<file path="config.mk">
export PLATFORM = sky130hd
export DESIGN_NAME = spi_slave_single_cs
export DESIGN_NICKNAME = d
export VERILOG_FILES = /design/src/rtl/spi_slave_single_cs.sv
export SDC_FILE = /design/constraint.sdc
export NUM_CORES = 1
export LEC_CHECK = 0
export ABC_AREA = 1
export CAP_MARGIN = 20
export CORE_MARGIN = 2
export CORE_UTILIZATION = 51
export DETAILED_ROUTE_END_ITERATION = 12
export PLACE_DENSITY_LB_ADDON = 0.1
export SYNTH_ARGS = -nofsm -noshare
export SYNTH_HDL_FRONTEND = slang
export SYNTH_SLANG_ARGS = --single-unit
</file>
<file path="constraint.sdc">
create_clock -name i_Clk -period 1.58 [get_ports i_Clk]
set_input_delay 0.237 -clock i_Clk [delete_from_list [all_inputs] [get_ports i_Clk]]
set_output_delay 0.237 -clock i_Clk [all_outputs]
set_load 0.01 [all_outputs]
</file>
<file path="src/rtl/spi_slave_single_cs.sv">
// SPI target for one chip select; oversamples SCK/CS_n/MOSI in i_Clk and shifts bytes MSB first.
// Latency: pin edges act SYNC_STAGES+1 i_Clk cycles later; o_RX_DV follows the 8th sample edge by two cycles.
// Backpressure: none on receive; transmit uses a one-entry holding register (o_TX_Ready), empty slot sends 8'hFF.
module spi_slave_single_cs #(
  parameter int SPI_MODE         = 3,
  parameter int MAX_BYTES_PER_CS = 2,
  parameter int SYNC_STAGES      = 2   // must be at least 2
) (
  input  logic                                  i_Clk,
  input  logic                                  i_Rst_L,
  input  logic                                  i_TX_DV,
  input  logic [7:0]                            i_TX_Byte,
  output logic                                  o_TX_Ready,
  output logic                                  o_TX_Underrun,
  output logic                                  o_RX_DV,
  output logic [7:0]                            o_RX_Byte,
  output logic [$clog2(MAX_BYTES_PER_CS+1)-1:0] o_RX_Count,
  output logic                                  o_Frame_Done,
  input  logic                                  i_SPI_Clk,
  input  logic                                  i_SPI_CS_n,
  input  logic                                  i_SPI_MOSI,
  output logic                                  o_SPI_MISO,
  output logic                                  o_SPI_MISO_En
);

  localparam int CW   = $clog2(MAX_BYTES_PER_CS+1);
  localparam bit CPOL = ((SPI_MODE / 2) % 2) == 1;
  localparam bit CPHA = (SPI_MODE % 2) == 1;

  typedef enum logic {
    ST_IDLE   = 1'b0,
    ST_ACTIVE = 1'b1
  } state_t;

  // Synchronizer chains and edge-detect history
  logic [SYNC_STAGES-1:0] sck_sync_q, sck_sync_d;
  logic [SYNC_STAGES-1:0] cs_sync_q, cs_sync_d;
  logic [SYNC_STAGES-1:0] mosi_sync_q, mosi_sync_d;
  logic                   sck_dly_q, sck_dly_d;
  logic                   cs_dly_q, cs_dly_d;

  // FSM
  state_t state_q, state_d;
  logic   frame_start, frame_end, bit_ok, miso_en;

  // Datapath state
  logic [2:0]    bit_cnt_q, bit_cnt_d;
  logic [7:0]    rx_shift_q, rx_shift_d;
  logic          rx_wrap_q, rx_wrap_d;
  logic [7:0]    rx_byte_q, rx_byte_d;
  logic          rx_dv_q, rx_dv_d;
  logic [CW-1:0] rx_count_q, rx_count_d;
  logic [7:0]    tx_shift_q, tx_shift_d;
  logic [7:0]    hold_q, hold_d;
  logic          hold_full_q, hold_full_d;
  logic          underrun_q, underrun_d;
  logic          miso_q, miso_d;
  logic          frame_done_q, frame_done_d;

  // Decoded edges
  logic       sck_s, cs_s, mosi_s;
  logic       sck_rise, sck_fall, cs_rise, cs_fall;
  logic       lead_edge, trail_edge, sample_edge, shift_edge;
  logic       do_sample, do_shift, byte_start;
  logic [7:0] start_byte;

  assign sck_s  = sck_sync_q[SYNC_STAGES-1];
  assign cs_s   = cs_sync_q[SYNC_STAGES-1];
  assign mosi_s = mosi_sync_q[SYNC_STAGES-1];

  assign sck_rise = sck_s & ~sck_dly_q;
  assign sck_fall = ~sck_s & sck_dly_q;
  assign cs_rise  = cs_s & ~cs_dly_q;
  assign cs_fall  = ~cs_s & cs_dly_q;

  assign lead_edge   = CPOL ? sck_fall : sck_rise;
  assign trail_edge  = CPOL ? sck_rise : sck_fall;
  assign sample_edge = CPHA ? trail_edge : lead_edge;
  assign shift_edge  = CPHA ? lead_edge : trail_edge;

  // Shift the raw pins through the synchronizers and keep one cycle of history for edge detection.
  // CS is cleared to 0 on reset so a frame already low at release produces no falling edge.
  always_comb begin
    sck_sync_d  = {sck_sync_q[SYNC_STAGES-2:0], i_SPI_Clk};
    cs_sync_d   = {cs_sync_q[SYNC_STAGES-2:0], i_SPI_CS_n};
    mosi_sync_d = {mosi_sync_q[SYNC_STAGES-2:0], i_SPI_MOSI};
    sck_dly_d   = sck_s;
    cs_dly_d    = cs_s;
  end

  // FSM state register
  always_ff @(posedge i_Clk or negedge i_Rst_L) begin
    if (!i_Rst_L) begin
      state_q <= ST_IDLE;
    end else begin
      state_q <= state_d;
    end
  end

  // FSM next state: frame opens on CS_n falling, closes on CS_n rising
  always_comb begin
    state_d = state_q;
    case (state_q)
      ST_IDLE:   if (cs_fall) state_d = ST_ACTIVE;
      ST_ACTIVE: if (cs_rise) state_d = ST_IDLE;
      default:   state_d = ST_IDLE;
    endcase
  end

  // FSM outputs: frame boundaries and whether SCK edges are honoured this cycle
  always_comb begin
    frame_start = 1'b0;
    frame_end   = 1'b0;
    bit_ok      = 1'b0;
    miso_en     = 1'b0;
    case (state_q)
      ST_IDLE: begin
        frame_start = cs_fall;
      end
      ST_ACTIVE: begin
        frame_end = cs_rise;
        bit_ok    = ~cs_rise;
        miso_en   = 1'b1;
      end
      default: ;
    endcase
  end

  assign do_sample = bit_ok & sample_edge;
  assign do_shift  = bit_ok & shift_edge;

  // CPHA=0 drives the first bit at CS fall, so later bytes start on the trailing edge once a byte has completed
  assign byte_start = CPHA ? (do_shift && (bit_cnt_q == 3'd0))
                           : (frame_start || (do_shift && (bit_cnt_q == 3'd0) && (rx_count_q != '0)));

  // Receive shifting, byte delivery, MISO shifting and the transmit holding register
  always_comb begin
    bit_cnt_d    = bit_cnt_q;
    rx_shift_d   = rx_shift_q;
    rx_wrap_d    = 1'b0;
    rx_byte_d    = rx_byte_q;
    rx_dv_d      = 1'b0;
    rx_count_d   = rx_count_q;
    tx_shift_d   = tx_shift_q;
    hold_d       = hold_q;
    hold_full_d  = hold_full_q;
    underrun_d   = 1'b0;
    miso_d       = miso_q;
    frame_done_d = frame_end;
    start_byte   = 8'hFF;

    if (frame_start) begin
      rx_count_d = '0;
      bit_cnt_d  = 3'd0;
    end

    // Partial byte is abandoned; holding register is left alone
    if (frame_end) begin
      bit_cnt_d = 3'd0;
    end

    if (do_sample) begin
      rx_shift_d = {rx_shift_q[6:0], mosi_s};
      bit_cnt_d  = bit_cnt_q + 3'd1;
      rx_wrap_d  = (bit_cnt_q == 3'd7);
    end

    // Deliver the byte the cycle after the bit counter wraps
    if (rx_wrap_q) begin
      rx_byte_d = rx_shift_q;
      rx_dv_d   = 1'b1;
      if (rx_count_q != {CW{1'b1}}) begin
        rx_count_d = rx_count_q + 1'b1;
      end
    end

    if (byte_start) begin
      if (hold_full_q) begin
        start_byte  = hold_q;
        hold_full_d = 1'b0;
      end else begin
        start_byte = 8'hFF;
        underrun_d = 1'b1;
      end
      miso_d     = start_byte[7];
      tx_shift_d = {start_byte[6:0], 1'b0};
    end else if (do_shift) begin
      miso_d     = tx_shift_q[7];
      tx_shift_d = {tx_shift_q[6:0], 1'b0};
    end

    // A load coincident with a byte start refills the slot just emptied
    if (i_TX_DV && (!hold_full_q || byte_start)) begin
      hold_d      = i_TX_Byte;
      hold_full_d = 1'b1;
    end
  end

  // Datapath and synchronizer registers
  always_ff @(posedge i_Clk or negedge i_Rst_L) begin
    if (!i_Rst_L) begin
      sck_sync_q   <= '0;
      cs_sync_q    <= '0;
      mosi_sync_q  <= '0;
      sck_dly_q    <= 1'b0;
      cs_dly_q     <= 1'b0;
      bit_cnt_q    <= 3'd0;
      rx_shift_q   <= 8'h00;
      rx_wrap_q    <= 1'b0;
      rx_byte_q    <= 8'h00;
      rx_dv_q      <= 1'b0;
      rx_count_q   <= '0;
      tx_shift_q   <= 8'h00;
      hold_q       <= 8'h00;
      hold_full_q  <= 1'b0;
      underrun_q   <= 1'b0;
      miso_q       <= 1'b0;
      frame_done_q <= 1'b0;
    end else begin
      sck_sync_q   <= sck_sync_d;
      cs_sync_q    <= cs_sync_d;
      mosi_sync_q  <= mosi_sync_d;
      sck_dly_q    <= sck_dly_d;
      cs_dly_q     <= cs_dly_d;
      bit_cnt_q    <= bit_cnt_d;
      rx_shift_q   <= rx_shift_d;
      rx_wrap_q    <= rx_wrap_d;
      rx_byte_q    <= rx_byte_d;
      rx_dv_q      <= rx_dv_d;
      rx_count_q   <= rx_count_d;
      tx_shift_q   <= tx_shift_d;
      hold_q       <= hold_d;
      hold_full_q  <= hold_full_d;
      underrun_q   <= underrun_d;
      miso_q       <= miso_d;
      frame_done_q <= frame_done_d;
    end
  end

  assign o_TX_Ready    = ~hold_full_q;
  assign o_TX_Underrun = underrun_q;
  assign o_RX_DV       = rx_dv_q;
  assign o_RX_Byte     = rx_byte_q;
  assign o_RX_Count    = rx_count_q;
  assign o_Frame_Done  = frame_done_q;
  assign o_SPI_MISO    = miso_q;
  assign o_SPI_MISO_En = miso_en;

endmodule

</file>
==> impl_metrics.yaml, run 1 <==
worst_setup_path:
  r2r_cells: 9
  cp.arrival_ns: 1.26
  path_cells: "clkdlybuf4s50_1"
  critPathSlowestCell: "clkdlybuf4s50_1"
  path_buf_inv: 1
  r2r_slack_ns: 0.18
  worstPathRequired_ns: 1.34
  timing_worst_setup_path_type: "reg -> out"
  cpPeakStageDelay_ns: 0.55
  start_kind: "flop"
  r2r-end: "hold_q[7]"
  r2r-start: "bit_cnt_q[0]"
  path_max_fanout: 4
  cp-end-kind: "output pin"
  cp_top_family: "buffers and inverters"
clock_network:
  cts_max_path_buffers: 2
  clk_latency_ns: 0.30
  clock_sinks: 51
  cts_buffers: 5
  tritoncts: "built"
  clkTransAtPathRegs_ns: 0.08
  htree_levels: 2
  cts_root_buffer: "clkbuf_8"
pwr:
  p_clk_share_pct: 21.5
  switching_share_pct: 31.6
  irDropWorstVdd_uv: 1020
  pwr-share-seq_pct: 53.7
  power_frac_comb_pct: 24.7
  power.density_mw_per_mm2: 1330
  leakage_nw: 1.20
  p_int_mw: 2.24
  p_switching_mw: 1.04
sta:
  skew_ns: 0.00483
  whs_ns: 0.353
  period_needed_ns: 1.50
  fmax_mhz: 668
  rsz0062_at_grt: "no"
  tightestPinTransition_ns: 0.498
  final-hold-violation-count: 0
  setup_viol: 0
  slew_headroom_pct: 66.7
  post-route-period-util_pct: 94.8
  drv_slew: 0
  tns_ns: 0
global_routing:
  globalRoute.totalOverflow: 0
  antenna_found_initial: 0
  grt_use_total_pct: 18.9
  first_global_vias: 1344
  grt_max_degree: 20
  grt_first_pass_wirelength_mm: 6.13
routing:
  drc: 0
  drtIter0Drc: 71
  drtAntennaViolNets: 0
  via_per_inst: 4.88
  drt-wirelength-per-cell_microns: 12.1
  wl_mm: 3.45
  dr.pass1.iters: 4
  vias: 1397
synth:
  ys_seq_area_share_pct: 63.2
  synth_area_leaders: "dfrtp_1 63%, nand2_1 8.0%, o21ai_0 4.7%, inv_1 3.9%, o21ai_1 3.0%"
  ys_warn_count: 0
  synth_cell_types: 23
  synth_area_per_cell_sq_um: 10.1
  synth_fp_nets: 218
  syn-cell-area_sq_mm: 0.00202
  synth-seq-cells: 51
  yosys.area.top_type: "dfrtp_1"
  syn_inst: 200
  synth_top_area_share_pct: 63.2
job:
  drv_cap: 0
floorplan:
  rows: 22
  die_h_microns: 66.9
  core_area_sq_mm: 0.00374
  die_w_microns: 66.9
  dieArea_sq_mm: 0.00448
  start_util_pct: 53.9
  ios: 30
worst_hold_path:
  hold_start: "cs_sync_q[0]"
  hold_class: "reg -> reg"
  hold_end: "cs_sync_q[1]"
  min_path_cells: 0
finish:
  n_fill_cell: 298
  fin_nets: 255
  diodes: 0
  layout_commonest_cell: "dfrtp_1"
  areaGrowthSynthToFinish_pct: 22.1
  drive_gt1_share_pct: 11.3
  multi_input_area_sq_um: 618
  regArea_sq_mm: 0.00128
  final_cell_mix: "51 x dfrtp_1, 43 x nand2_1, 27 x clkdlybuf4s50_1"
run_status:
  outcome: "completed"
place:
  dp_hpwl_mm: 2.53
  gp_congestion: 0.758
  io_buffers: 29
[layer usage]
metal | track usage [%] | vias to the layer above | share of wire [%]
met5 | 0 | - | 0
met4 | 6.12 | 0 | 1.5
met3 | 6.93 | 6 | 4.2
met2 | 27.9 | 30 | 45
met1 | 25.8 | 647 | 50
li1 | - | 714 | -
[cell usage after synthesis (all sizes together)]
| library cell | n |
|---|---|
| ha | 4 |
| inv | 24 |
| nand3b | 1 |
| nand4 | 1 |
| o22ai | 1 |
| nor2 | 12 |
| dfrtp | 51 |
| a21oi | 6 |
| buf | 4 |
| nand2 | 47 |
| nor3 | 1 |
| nand3 | 12 |
| clkbuf | 2 |
| mux2 | 3 |
| o21ai | 31 |
[metrics by stage]
stage | power [mW] | instance area (sq um) | cells | setup slack, ns | util (%)
floorplan | 2.30 | 2020 | 200 | 0.274 | -
global placement | 2.55 | 2370 | 276 | 0.242 | 63.2
detailed placement | 2.60 | 2370 | 276 | 0.191 | 63.2
CTS | 3.30 | 2460 | 285 | 0.0590 | 65.6
global route | 3.54 | 2460 | 286 | 0.0172 | 65.8
finish | 3.28 | 2460 | 286 | 0.0828 | 65.8
[logic make-up (layout without fill, tap and decap cells)]
group           after synthesis  in the layout  synth area share (%)
simple gates                 74             74                  16.8
mux                           3              3                  1.67
flops                        51             51                  63.2
buf+inv                      30             68                  6.14
fa+ha+maj                     4              4                  2.48
compound gates               38             38                  9.67
[layout make-up]
cell class              count  share of cell area (%)
multi-input cells         119                    25.1
clock buffers               7                    3.10
well taps                  48                    2.44
inverters                  24                    3.65
clock inverters             1                   0.203
flip-flops and latches     51                    51.8
repair buffers             36                    13.8
[power by group through the flow]
| stage | logic [mW] | clock network [mW] | registers [mW] |
|---|---|---|---|
| after global placement | 0.782 | 0 | 1.77 |
| after floorplan | 0.558 | 0 | 1.75 |
| after CTS | 0.813 | 0.722 | 1.76 |
| after global routing | 0.952 | 0.792 | 1.80 |
| after detailed placement | 0.814 | 0 | 1.79 |
| final | 0.811 | 0.707 | 1.76 |
[how the worst max path moves through the flow]
stage               endpoint  cells past startpoint          from  slack [ns]
2_1_floorplan      hold_q[0]                      9  bit_cnt_q[0]        0.27
3_3_place_gp       hold_q[7]                      9  bit_cnt_q[0]        0.24
6_report       o_SPI_MISO_En                      1       state_q        0.08
5_1_grt        o_SPI_MISO_En                      1       state_q        0.02
3_5_place_dp       hold_q[1]                      9  bit_cnt_q[0]        0.19
4_1_cts        o_SPI_MISO_En                      1       state_q        0.06
[sequential cells by signal (all words and copies together), names as in the netlist]
signal / flops
o_TX_Underrun: 1
o_RX_DV: 1
tx_shift_q: 7
state_q: 1
sck_sync_q: 2
o_RX_Count: 2
sck_dly_q: 1
hold_q: 8
o_Frame_Done: 1
cs_sync_q: 2
hold_full_q: 1
mosi_sync_q: 2
o_RX_Byte: 8
rx_shift_q: 8
rx_wrap_q: 1
cs_dly_q: 1
o_SPI_MISO: 1
bit_cnt_q: 3
[repair_timing]
| action | in CTS | in global routing |
|---|---|---|
| setup endpoints to repair | 1 | 1 |
| resized for setup | 1 | 0 |
| pin swaps | 0 | 0 |
| hold buffers | 1 | 0 |
| hold endpoints to repair | 17 | 0 |
| buffers inserted | 0 | 1 |
Power figures use the tool's default switching activity.
==> run 2, diff against run 1 <==
- SLEW_MARGIN: default -> 30
==> results of run 2 <==
Final layout, timing and power as in run 1 (identical DEF).
==> RTL change (config.mk and constraints of run 2) <==
`rx_shift_q`, `rx_byte_q`, `tx_shift_q` and `hold_q` no longer have a reset.
--- a/src/rtl/spi_slave_single_cs.sv
+++ b/src/rtl/spi_slave_single_cs.sv
@@ -207,9 +207,5 @@
       bit_cnt_q    <= 3'd0;
-      rx_shift_q   <= 8'h00;
       rx_wrap_q    <= 1'b0;
-      rx_byte_q    <= 8'h00;
       rx_dv_q      <= 1'b0;
       rx_count_q   <= '0;
-      tx_shift_q   <= 8'h00;
-      hold_q       <= 8'h00;
       hold_full_q  <= 1'b0;
@@ -225,9 +221,5 @@
       bit_cnt_q    <= bit_cnt_d;
-      rx_shift_q   <= rx_shift_d;
       rx_wrap_q    <= rx_wrap_d;
-      rx_byte_q    <= rx_byte_d;
       rx_dv_q      <= rx_dv_d;
       rx_count_q   <= rx_count_d;
-      tx_shift_q   <= tx_shift_d;
-      hold_q       <= hold_d;
       hold_full_q  <= hold_full_d;
@@ -237,2 +229,9 @@
     end
+  end
+
+  always_ff @(posedge i_Clk) begin
+    rx_shift_q <= rx_shift_d;
+    rx_byte_q  <= rx_byte_d;
+    tx_shift_q <= tx_shift_d;
+    hold_q     <= hold_d;
   end
Function: same outputs for any inputs over 10 cycles, from zero or initial values and one cycle with i_Rst_L low; that may be too few to reach the edited logic, so the function may still have changed.
==> RTL change against run 2 <==
Hold slack got worse by 0.16 ns; largest cell class unchanged; final area fell by 5.3%; count of clock-buffer cells in the layout fell by 2; setup slack got worse by 0.0059 ns; global-route usage fell by 2.5 points; routed wire length fell by 15%; sequential cell count did not move; area after synthesis fell by 7.8%.
Power is not compared: it rests on default switching activity, and its combinational part moved more than twofold at a synthesized area within 25%.
==> RTL change: results (changes against run 2) <==
Parameter                              Value

Status
  Status    finished clean

Final layout
  Nets@finish    198 (-22%)
  Fraction of final layout cells with drive strength greater than 1    13.8% (+2.5 points)
  Relative area change from synthesis to final layout    25.5%
  Filler cell count    271 (-9.1%)

Hold path
  Hold/Removal Path Class    primary input to asynchronous set/reset pin

Route
  Detailed Route WL    2940 µm (-15%)
  Met1 WL    1390 µm (-19%)
  Amount of wire on met2 after detailed routing    1350 µm (-12%)
  DR iter-0 viols    81 (+14%)

Global route
  Pin count of the biggest net entering global routing    21 (+5.0%)
  Via count of the first global-routing pass    1059 (-21%)
  Met1 track utilization from global routing    23.9% (-1.9 points)
  Met3 routing resource usage after global routing    5.28% (-1.6 points)

Critical path
  Critical register-to-register path endpoint    hold_q[4]
  Timing endpoint of the critical path    o_SPI_MISO
  FF-to-FF setup slack    0.08 ns (-0.10 ns)
  Worst R2R Path Depth    7 (-2)
  Delay of the slowest cell on the worst path    0.53 ns (-0.02 ns)

Placement
  Last weighted congestion value of the routability-driven placer    0.760 (+0.26%)
  DP Area    2230 µm² (-5.8%)

Logic synthesis
  Share of synthesized area occupied by flip-flops and latches    76.9% (+14 points)
  Area share of the leading cell type in the synthesized netlist    50.0% (-13 points)
  Post-synthesis compound-gate area fraction    1.48% (-8.2 points)
  Number of flops mapped to enable cells by yosys    31 (+31)
  Fraction of synthesized area in multiplexers    0% (-1.7 points)
  Fraction of registers with async set or reset after synthesis    39.2% (-61 points)
  Commonest cells in the netlist    31 x sky130_fd_sc_hd__edfxtp_1, 29 x sky130_fd_sc_hd__nand2_1, 20 x sky130_fd_sc_hd__dfrtp_1, 13 x sky130_fd_sc_hd__nand3_1, 10 x sky130_fd_sc_hd__inv_1

STA
  Final clock skew    0.00898 ns (+0.00415 ns)
  Max frequency    0.665 GHz (-0.39%)

Clock tree
  Count of buffers added by post-CTS timing repair for setup    3 (+3)
  Clock-pin slew reported for the worst setup and hold paths after clock tree synthesis    0.13 ns (+0.05 ns)
[RTL change: cell count changes after synthesis, moves of 5 or more]
cell / run 2 / this run
sky130_fd_sc_hd__a21oi_1: 5 / 0
sky130_fd_sc_hd__dfrtp_1: 51 / 20
sky130_fd_sc_hd__o21ai_1: 12 / 0
sky130_fd_sc_hd__o21ai_0: 19 / 2
sky130_fd_sc_hd__inv_1: 21 / 10
sky130_fd_sc_hd__edfxtp_1: 0 / 31
sky130_fd_sc_hd__nand2_1: 43 / 29
sky130_fd_sc_hd__or2_1: 0 / 6
[RTL change: cell type report]
type	instances	area share, %
Tap cell	46	2.47
Clock inverter	3	0.643
Clock buffer	5	1.61
Multi-Input combinational cell	69	16.0
Inverter	15	2.52
Timing Repair Buffer	38	15.5
Sequential cell	51	61.3
[RTL change: logic make-up (layout without fill, tap and decap cells)]
family                   count (synthesis)  after routing
AND/OR/NAND/NOR                         61             61
flip-flops                              51             51
buffers and inverters                   15             61
adder cells (fa/ha/maj)                  4              4
AO/OA/AOI/OAI                            4              4
